`src/rtl/pll_sup_pkg.sv`:
```
// pll_sup_pkg: shared types and constants for the PLL lock supervisor.
//   pll_state_t   - supervisor FSM states
//   DEF_*         - default timing constants (50 MHz reference clock)
//   cnt_width()   - width of the shared state counter
package pll_sup_pkg;

    typedef enum logic [2:0] {
        RESET_PLL,
        WAIT_LOCK,
        STABLE,
        RUN,
        FAULT
    } pll_state_t;

    localparam int unsigned DEF_SYNC_STAGES        = 2;
    localparam int unsigned DEF_PLL_RST_CYCLES     = 64;
    localparam int unsigned DEF_LOCK_STABLE_CYCLES = 1024;
    localparam int unsigned DEF_LOCK_TIMEOUT_CYCLES = 500000;
    localparam int unsigned DEF_MAX_RETRIES        = 3;

    // The counter only ever reaches (limit - 1), so $clog2 of the largest
    // limit is enough; never narrower than one bit.
    function automatic int unsigned cnt_width(input int unsigned a,
                                              input int unsigned b,
                                              input int unsigned c);
        int unsigned m;
        m = a;
        if (b > m) m = b;
        if (c > m) m = c;
        return (m > 1) ? $clog2(m) : 1;
    endfunction

endpackage

```
`src/rtl/sync_ff.sv`:
```
// sync_ff: multi-stage flip-flop synchronizer for a single asynchronous bit.
//   clk  - destination clock
//   rst  - synchronous active-high reset, clears all stages to 0
//   d_i  - asynchronous input
//   q_o  - d_i delayed by STAGES clk cycles
module sync_ff #(
    parameter int unsigned STAGES = 2
) (
    input  logic clk,
    input  logic rst,
    input  logic d_i,
    output logic q_o
);

    logic [STAGES-1:0] sync_q;
    logic [STAGES-1:0] sync_d;

    always_comb begin
        sync_d = {sync_q[STAGES-2:0], d_i};
    end

    always_ff @(posedge clk) begin
        if (rst) begin
            sync_q <= '0;
        end else begin
            sync_q <= sync_d;
        end
    end

    assign q_o = sync_q[STAGES-1];

endmodule

```
`src/rtl/pll_lock_supervisor.sv`:
```
// pll_lock_supervisor: drives the PLL reset, qualifies the PLL lock and
// releases the downstream reset once lock has been stable. Lock loss or
// lock timeout re-resets the PLL, with a bounded number of timeout retries.
//   clk            - PLL reference clock
//   rst            - synchronous active-high reset
//   pll_lock_i     - PLL lock, asynchronous to clk
//   force_relock_i - single-cycle request to re-reset the PLL
//   pll_rst_o      - active-high PLL reset
//   sys_rst_o      - active-high reset for PLL-clocked logic
//   ready_o        - high only in RUN
//   fault_o        - high only in FAULT
//   retry_cnt_o    - timeout retries since last RUN entry / FAULT clear
//   loss_cnt_o     - lock-loss events seen in RUN, saturating at 255
module pll_lock_supervisor
    import pll_sup_pkg::*;
#(
    parameter int unsigned SYNC_STAGES         = DEF_SYNC_STAGES,
    parameter int unsigned PLL_RST_CYCLES      = DEF_PLL_RST_CYCLES,
    parameter int unsigned LOCK_STABLE_CYCLES  = DEF_LOCK_STABLE_CYCLES,
    parameter int unsigned LOCK_TIMEOUT_CYCLES = DEF_LOCK_TIMEOUT_CYCLES,
    parameter int unsigned MAX_RETRIES         = DEF_MAX_RETRIES
) (
    input  logic                             clk,
    input  logic                             rst,
    input  logic                             pll_lock_i,
    input  logic                             force_relock_i,
    output logic                             pll_rst_o,
    output logic                             sys_rst_o,
    output logic                             ready_o,
    output logic                             fault_o,
    output logic [$clog2(MAX_RETRIES+1)-1:0] retry_cnt_o,
    output logic [7:0]                       loss_cnt_o
);

    localparam int unsigned CNT_W   = cnt_width(PLL_RST_CYCLES, LOCK_STABLE_CYCLES,
                                                LOCK_TIMEOUT_CYCLES);
    localparam int unsigned RETRY_W = $clog2(MAX_RETRIES+1);

    localparam logic [CNT_W-1:0]   RST_LAST = CNT_W'(PLL_RST_CYCLES - 1);
    localparam logic [CNT_W-1:0]   TO_LAST  = CNT_W'(LOCK_TIMEOUT_CYCLES - 1);
    // The WAIT_LOCK cycle that saw lock_s high is the first counted high
    // cycle, so STABLE itself only needs LOCK_STABLE_CYCLES-1 cycles.
    localparam logic [CNT_W-1:0]   STB_LAST = CNT_W'(LOCK_STABLE_CYCLES - 2);
    localparam logic [RETRY_W-1:0] RETRY_MAX = RETRY_W'(MAX_RETRIES);

    logic lock_s;

    pll_state_t         state_q, state_d;
    logic [CNT_W-1:0]   cnt_q, cnt_d;
    logic [RETRY_W-1:0] retry_q, retry_d;
    logic [7:0]         loss_q, loss_d;
    logic               pll_rst_q, pll_rst_d;
    logic               sys_rst_q, sys_rst_d;
    logic               ready_q, ready_d;
    logic               fault_q, fault_d;

    sync_ff #(
        .STAGES (SYNC_STAGES)
    ) u_lock_sync (
        .clk (clk),
        .rst (rst),
        .d_i (pll_lock_i),
        .q_o (lock_s)
    );

    always_comb begin
        state_d = state_q;
        cnt_d   = cnt_q + 1'b1;
        retry_d = retry_q;
        loss_d  = loss_q;

        case (state_q)
            RESET_PLL: begin
                if (force_relock_i) begin
                    cnt_d = '0;
                end else if (cnt_q == RST_LAST) begin
                    state_d = WAIT_LOCK;
                end
            end
            WAIT_LOCK: begin
                if (force_relock_i) begin
                    state_d = RESET_PLL;
                end else if (lock_s) begin
                    state_d = STABLE;
                end else if (cnt_q == TO_LAST) begin
                    if (retry_q < RETRY_MAX) begin
                        retry_d = retry_q + 1'b1;
                        state_d = RESET_PLL;
                    end else begin
                        state_d = FAULT;
                    end
                end
            end
            STABLE: begin
                if (force_relock_i) begin
                    state_d = RESET_PLL;
                end else if (!lock_s) begin
                    state_d = WAIT_LOCK;
                end else if (cnt_q == STB_LAST) begin
                    state_d = RUN;
                end
            end
            RUN: begin
                cnt_d = cnt_q;
                // A lock loss coinciding with a relock request is still counted.
                if (!lock_s && (loss_q != 8'hFF)) begin
                    loss_d = loss_q + 8'd1;
                end
                if (force_relock_i || !lock_s) begin
                    state_d = RESET_PLL;
                end
            end
            FAULT: begin
                cnt_d = cnt_q;
                if (force_relock_i) begin
                    retry_d = '0;
                    state_d = RESET_PLL;
                end
            end
            default: begin
                state_d = RESET_PLL;
            end
        endcase

        if (state_d != state_q) begin
            cnt_d = '0;
        end
        if (state_d == RUN) begin
            retry_d = '0;
        end

        // Outputs are decoded from the next state so they line up with state_q.
        pll_rst_d = (state_d == RESET_PLL);
        sys_rst_d = (state_d != RUN);
        ready_d   = (state_d == RUN);
        fault_d   = (state_d == FAULT);
    end

    always_ff @(posedge clk) begin
        if (rst) begin
            state_q   <= RESET_PLL;
            cnt_q     <= '0;
            retry_q   <= '0;
            loss_q    <= '0;
            pll_rst_q <= 1'b1;
            sys_rst_q <= 1'b1;
            ready_q   <= 1'b0;
            fault_q   <= 1'b0;
        end else begin
            state_q   <= state_d;
            cnt_q     <= cnt_d;
            retry_q   <= retry_d;
            loss_q    <= loss_d;
            pll_rst_q <= pll_rst_d;
            sys_rst_q <= sys_rst_d;
            ready_q   <= ready_d;
            fault_q   <= fault_d;
        end
    end

    assign pll_rst_o   = pll_rst_q;
    assign sys_rst_o   = sys_rst_q;
    assign ready_o     = ready_q;
    assign fault_o     = fault_q;
    assign retry_cnt_o = retry_q;
    assign loss_cnt_o  = loss_q;

endmodule

```
`config.mk`:
```
export PLATFORM = sky130hd
export DESIGN_NAME = pll_lock_supervisor
export DESIGN_NICKNAME = d
export VERILOG_FILES = /design/src/rtl/pll_sup_pkg.sv /design/src/rtl/sync_ff.sv /design/src/rtl/pll_lock_supervisor.sv
export SDC_FILE = /design/constraint.sdc
export NUM_CORES = 1
export LEC_CHECK = 0
export ABC_CLOCK_PERIOD_IN_PS = 2200
export BUFFER_PORTS_ARGS = -buffer_cell sky130_fd_sc_hd__buf_2
export CORE_ASPECT_RATIO = 2
export CORE_MARGIN = 8
export CORE_UTILIZATION = 55
export CTS_BUF_LIST = sky130_fd_sc_hd__clkbuf_4 sky130_fd_sc_hd__clkbuf_8
export DETAILED_ROUTE_END_ITERATION = 8
export GPL_ROUTABILITY_DRIVEN = 1
export PLACE_DENSITY = 0.82
export SETUP_SLACK_MARGIN = 0.1
export SYNTH_ARGS = -nofsm -noshare
export SYNTH_HDL_FRONTEND = slang
export SYNTH_HIERARCHICAL = 1
export SYNTH_SLANG_ARGS = --single-unit
```
`constraint.sdc`:
```
create_clock -name clk -period 2.2 [get_ports clk]
set_input_delay 0.11 -clock clk [delete_from_list [all_inputs] [get_ports clk]]
set_output_delay 0.11 -clock clk [all_outputs]
set_load 0.02 [all_outputs]
```
# Word level (Yosys, flattened, before mapping)
# Index checks and enable logic that the tools add are counted.
[word_totals]
in_bits = 4
regBits = 38
wordCells = 61
output_inout_bits = 14
[op_classes]
eq_ne = 17
n_reduce_logical = 11
mux = 20
order_cmp = 1
n_addsub = 3
[op_table]
columns = ["op", "count"]
rows = [
  ["one-hot mux 19 bit (2 select lines)", 1],
  ["two-way mux 3 bit", 11],
  ["adder 19 x 1 -> 19 bit (second input constant)", 1],
  ["equality test 19 x 10 -> 1 bit (second input constant)", 1],
  ["equality test 19 bit (second input constant)", 1],
  ["equality test 19 x 6 -> 1 bit (second input constant)", 1],
  ["two-way mux 19 bit", 1],
  ["one-hot mux 3 bit (5 select lines)", 1],
  ["two-way mux 2 bit", 5],
  ["inequality test 2 bit (second input constant)", 5],
  ["equality test 3 x 2 -> 1 bit (second input constant)", 3],
  ["adder 8 x 1 -> 8 bit (second input constant)", 1],
  ["inequality test 8 bit (second input constant)", 1],
  ["equality test 3 bit (second input constant)", 2],
  ["zero test 3 bit", 2],
  ["AND reduction 6 bit", 1],
  ["OR reduction 2 bit", 3],
  ["one-hot mux 2 bit (2 select lines)", 1],
  ["equality test 3 x 1 -> 1 bit (second input constant)", 1],
  ["inequality test 3 x 2 -> 1 bit (second input constant)", 1],
  ["inequality test 3 bit", 1],
  ["adder 2 x 1 -> 2 bit (second input constant)", 1],
  ["less-than comparator 2 bit (second input constant)", 1],
  ["AND reduction 2 bit", 1],
  ["other kinds (4)", 4],
]

# Depth between registers and ports, before layout
[logic_depth]
word_depth = 8
mapped_depth = 9
ltp_nobuf = 8

# Modules after synthesis
# Netlist, hierarchy kept.
[modules_own_cells]
columns = ["mod", "instances", "seq_area_each_um2", "cells_each", "area_per_inst_um2"]
rows = [
  ["pll_lock_supervisor", 1, 720.7, 217, 1813.0],
  ["sync_ff", 1, 40.0, 4, 52.6],
]

# Worst setup path after synthesis
# OpenSTA, ideal clock, no wires.
[synth_path]
path_type = "register to register"
from = "register cnt_q[0]"
to = "register cnt_q[12]"
synth_period_minus_slack_ps = 2417
n_path_buf = 1
t_arrival_ps = 2302
required_ps = 2085
path_stages_with_launch = 9
slack_ps = -217
setup_time_ps = 115
cell_sequence = "dfxtp_1 -> ha_1 -> or4b_4 -> nor4_4 -> nor4_1 -> nor3_4 -> mux2i_2 -> buf_4 -> nor2_1"
[synth_via]
elab_chain_len = 7
word_cells_on_any_way = 17
classes_between = "add/sub: 1; eq/ne: 4; mux: 11; reduce/logical: 1"
[synth_rtl]
columns = ["item", "line_no", "rtl"]
rows = [
  ["start, declared", "pll_lock_supervisor.sv:49", "logic [CNT_W-1:0] cnt_q, cnt_d;"],
  ["start signal, assigned", "pll_lock_supervisor.sv:151", "cnt_q <= cnt_d;"],
  ["equality test 19 x 10 -> 1 bit / equality test 19 bit (equally long branches)", "pll_lock_supervisor.sv:99, pll_lock_supervisor.sv:85", ""],
  ["two-way mux 3 bit, on equally long branches", "pll_lock_supervisor.sv:99, pll_lock_supervisor.sv:85", ""],
  ["two-way mux 3 bit, on equally long branches", "pll_lock_supervisor.sv:97, pll_lock_supervisor.sv:83", ""],
  ["two-way mux 3 bit, on equally long branches", "pll_lock_supervisor.sv:95, pll_lock_supervisor.sv:81", ""],
  ["one-hot mux 3 bit (5 select lines)", "pll_lock_supervisor.sv:72", "case (state_q)"],
  ["inequality test 3 bit", "pll_lock_supervisor.sv:125", "if (state_d != state_q) begin"],
  ["OR reduction 2 bit (no line)", "--", ""],
]
# Several ways; a longest one is shown, not always the timed one.
# A chain may end at the register's enable or synchronous reset.

# Worst setup path in the final report
[layout_path]
from = "register cnt_q[1]"
to = "register cnt_q[12]"
# Same word-level chain as after synthesis.

==> key figures <==
Finish
  • Final net count: 259
  • # diodes: 0
  • Layout Area Growth over Synthesis: 19.2%
  • Final Util: 0.673
  • Filler Cell Count: 266
  • Post-route cell area: 2220 µm²
  • Post-route insts no fill: 284
  • Layout cells sized above 1: 0.210

Logic synthesis
  • Seq cells post-synth: 38
  • Syn Inst Count: 221
  • Synthesis Warnings: 6
  • Dominant synthesized flop cell: dfxtp_1
  • Netlist cell types: 37
  • Area leader, netlist: dfxtp_1
  • Mapped Area: 1870 µm²
  • Sequential element share of the synthesized area: 0.408
  • Syn nets: 229
  • Yosys top cell area share: 0.408
  • Avg Synthesized Cell Area: 8.44 µm²
  • Async S/R FF share, synth: 0
  • EDFF count, synth: 0
  • Synth area leaders: dfxtp_1, nor2_1, xnor2_1

Die
  • Die height: 98.4 µm
  • Die area: 5620 µm²
  • # IOs: 18
  • Row cnt: 30
  • Core area: 3300 µm²
  • Die W: 57.2 µm
  • Initial Util: 0.565

Global route
  • Congestion Overflow GR: 0
  • Vias in the first global route: 1555
  • First-pass GRT wire length: 7030 µm
  • GRT Util Overall: 0.151
  • Initial antenna violation count: 0
  • Pin count of the biggest net entering global routing: 22

Pwr
  • Net Switching: 0.000281 W
  • Comb power frac: 0.034
  • Leak: 0.857 nW
  • Clock power frac: 0.407
  • Share of power burned in registers: 0.560
  • Internal power: 0.000957 W
  • Worst ir drop on vdd: 0.432 mV
  • PwrDens: 557 nW/µm²
  • Total power: 0.00124 W
  • Sw Share: 0.227

STA
  • Fin Hold WS: 0.0229 ns
  • Fin crit share: 0.965
  • Final setup fails: 0
  • F_max: 0.471 GHz
  • Min Tclk post-route: 2.12 ns
  • Slew HR: 0.526
  • Fin. max-slew vios: 0
  • Clock Skew: 0.00521 ns
  • RSZ-0062 raised after global routing: yes
  • Final hold violations: 0
  • Worst-Margin Slew: 0.692 ns

Worst setup path
  • R2r endpoint: cnt_q[12]$_SDFFE_PP0N_
  • Worst R2R Start: cnt_q[1]$_SDFFE_PP0N_
  • Biggest cell delay along the critical path: 0.48 ns
  • Critical Path End Type: flop
  • R2r setup slk: 0.08 ns
  • Data arrival, critical path: 2.31 ns
  • Slowest CP cell: or4b_4
  • WP data required: 2.38 ns
  • Critical-path cell list: ha_4 -> or4b_4 -> nor4_4 -> nor4_2 -> nor3_4 -> mux2i_2 -> buf_12 -> nor2_1
  • Worst Reg-to-Reg Cells: 8
  • Maximum fanout along the worst path: 16
  • Family with the most delay on the worst path: simple AND/OR/NAND/NOR gates
  • Type of origin of the critical path: flop
  • CP Class: flop to flop
  • Worst Setup SP: cnt_q[1]$_SDFFE_PP0N_
  • CP bufs+invs: 1

Min path
  • WHS Path Cells: 2
  • Sink of the worst hold path: u_lock_sync/sync_q[0]$_SDFF_PP0_
  • Worst hold path class: primary input to flop
  • Min-delay src: pll_lock_i

Place
  • Count of buffers from port buffering: 17
  • Dpl hpwl: 2990 µm
  • GPL Wtd Cong: 0.917
  • DP Area: 2090 µm²
  • Cell total after placement: 275

Clocking
  • Clock Tree Root: clkbuf_8
  • CTS max path bufs: 2
  • CTS sink count: 38
  • Post-CTS Hold Buffers: 0
  • Worst skew pair latency: 0.29 ns
  • CTS Buf Count: 5
  • CTS H-tree depth: 2
  • Clock slew at reported path FFs: 0.08 ns
  • CTS tree: built

Drt
  • Iter 0 DRT Violations: 64
  • Via Count: 1663
  • First drt pass iteration count: 4
  • Final WL: 4310 µm
  • Antenna-violating nets left: 0
  • Vias/cell: 5.86
  • WL/cell: 15.2 µm
  • Detailed-route DRC error count: 0

Status
  • Outcome: finished clean

Job
  • Max cap viols: 0
[power by group through the flow]
stage | clock network, W | registers [W] | logic (W)
after global placement | 0 | 0.000709 | 0.0000390
after global routing | 0.000540 | 0.000694 | 0.0000461
after floorplan | 0 | 0.000710 | 0.0000253
after CTS | 0.000511 | 0.000693 | 0.0000411
after detailed placement | 0 | 0.000709 | 0.0000407
final | 0.000504 | 0.000693 | 0.0000417
[cell usage in the layout, fill, tap and decap left out, types with 3 or more instances in the layout]
cell	n
nor3b_1	3
a31oi_1	4
dfxtp_1	36
xor2_1	9
buf_4	13
o21ai_0	4
xnor2_1	14
mux2i_1	4
ha_1	3
a21oi_1	4
nor2_1	42
nand2_1	13
nor4_1	3
nor3_1	5
nor2b_1	5
inv_1	7
buf_2	17
nand3_1	13
clkbuf_8	6
nand4_1	10
and3_1	4
[cell type report]
type / instances / area [µm²] / area share
multi-input combinational: 168 / 1090 / 0.491
sequential: 38 / 768 / 0.345
timing repair buffer: 31 / 203 / 0.0911
clock buffer: 6 / 82.6 / 0.0371
tap: 32 / 40.0 / 0.0180
inverter: 7 / 26.3 / 0.0118
clock inverter: 2 / 12.5 / 0.00562
[metrics by stage]
step	setup slack, ns	setup TNS [ns]
after global routing	-0.0402	-0.450
after detailed placement	-0.0366	-0.480
after CTS	0.0312	0
after global placement	0.0152	0
final	0.0771	0
after floorplan	-0.112	-1.12
[registers in the layout, summed over array words and instances, names as in the netlist]
register	flops
cnt_q	19
loss_cnt_o	8
state_q	3
retry_cnt_o	2
u_lock_sync/sync_q	2
fault_o	1
pll_rst_o	1
ready_o	1
sys_rst_o	1
[Yosys cell counts (3+ instances only)]
master / instances
a21oi_1: 5
a31oi_1: 4
and3_1: 4
clkbuf_1: 6
dfxtp_1: 38
ha_1: 4
inv_1: 7
mux2i_1: 4
nand2_1: 13
nand3_1: 13
nand4_1: 10
nor2_1: 44
nor2b_1: 5
nor3_1: 7
nor3b_1: 3
nor4_1: 4
o21ai_0: 4
xnor2_1: 14
xor2_1: 9
[repair_timing]
item,CTS,global route
pin swaps,2,3
gates resized for setup,1,6
buffers inserted,1,0
endpoints found under the setup margin,19,23
[how the worst max path moves through the flow]
stage	endpoint	slack [ns]	cells after the start
floorplan	cnt_q[12]$_SDFFE_PP0N_	-0.11	8
global placement	cnt_q[12]$_SDFFE_PP0N_	0.02	8
detailed placement	cnt_q[7]$_SDFFE_PP0N_	-0.04	8
CTS	cnt_q[7]$_SDFFE_PP0N_	0.03	8
global route	cnt_q[12]$_SDFFE_PP0N_	-0.04	8
finish	cnt_q[12]$_SDFFE_PP0N_	0.08	8
[cell families after synthesis]
kind of cell,count (synthesis),share of synthesized area
fa+ha+maj,4,0.0268
flops,38,0.408
simple gates,115,0.319
buf+inv,15,0.0329
compound gates,20,0.0711
xor+xnor,23,0.108
mux,6,0.0349
[layer usage]
layer	GRT usage	wire length, µm	vias to the layer above
met5	0	0	-
met4	0.0873	131	0
met3	0.0299	192	13
met2	0.246	2200	54
met1	0.174	1780	770
li1	-	-	826
Note: power is estimated with default switching activity, not from simulation.
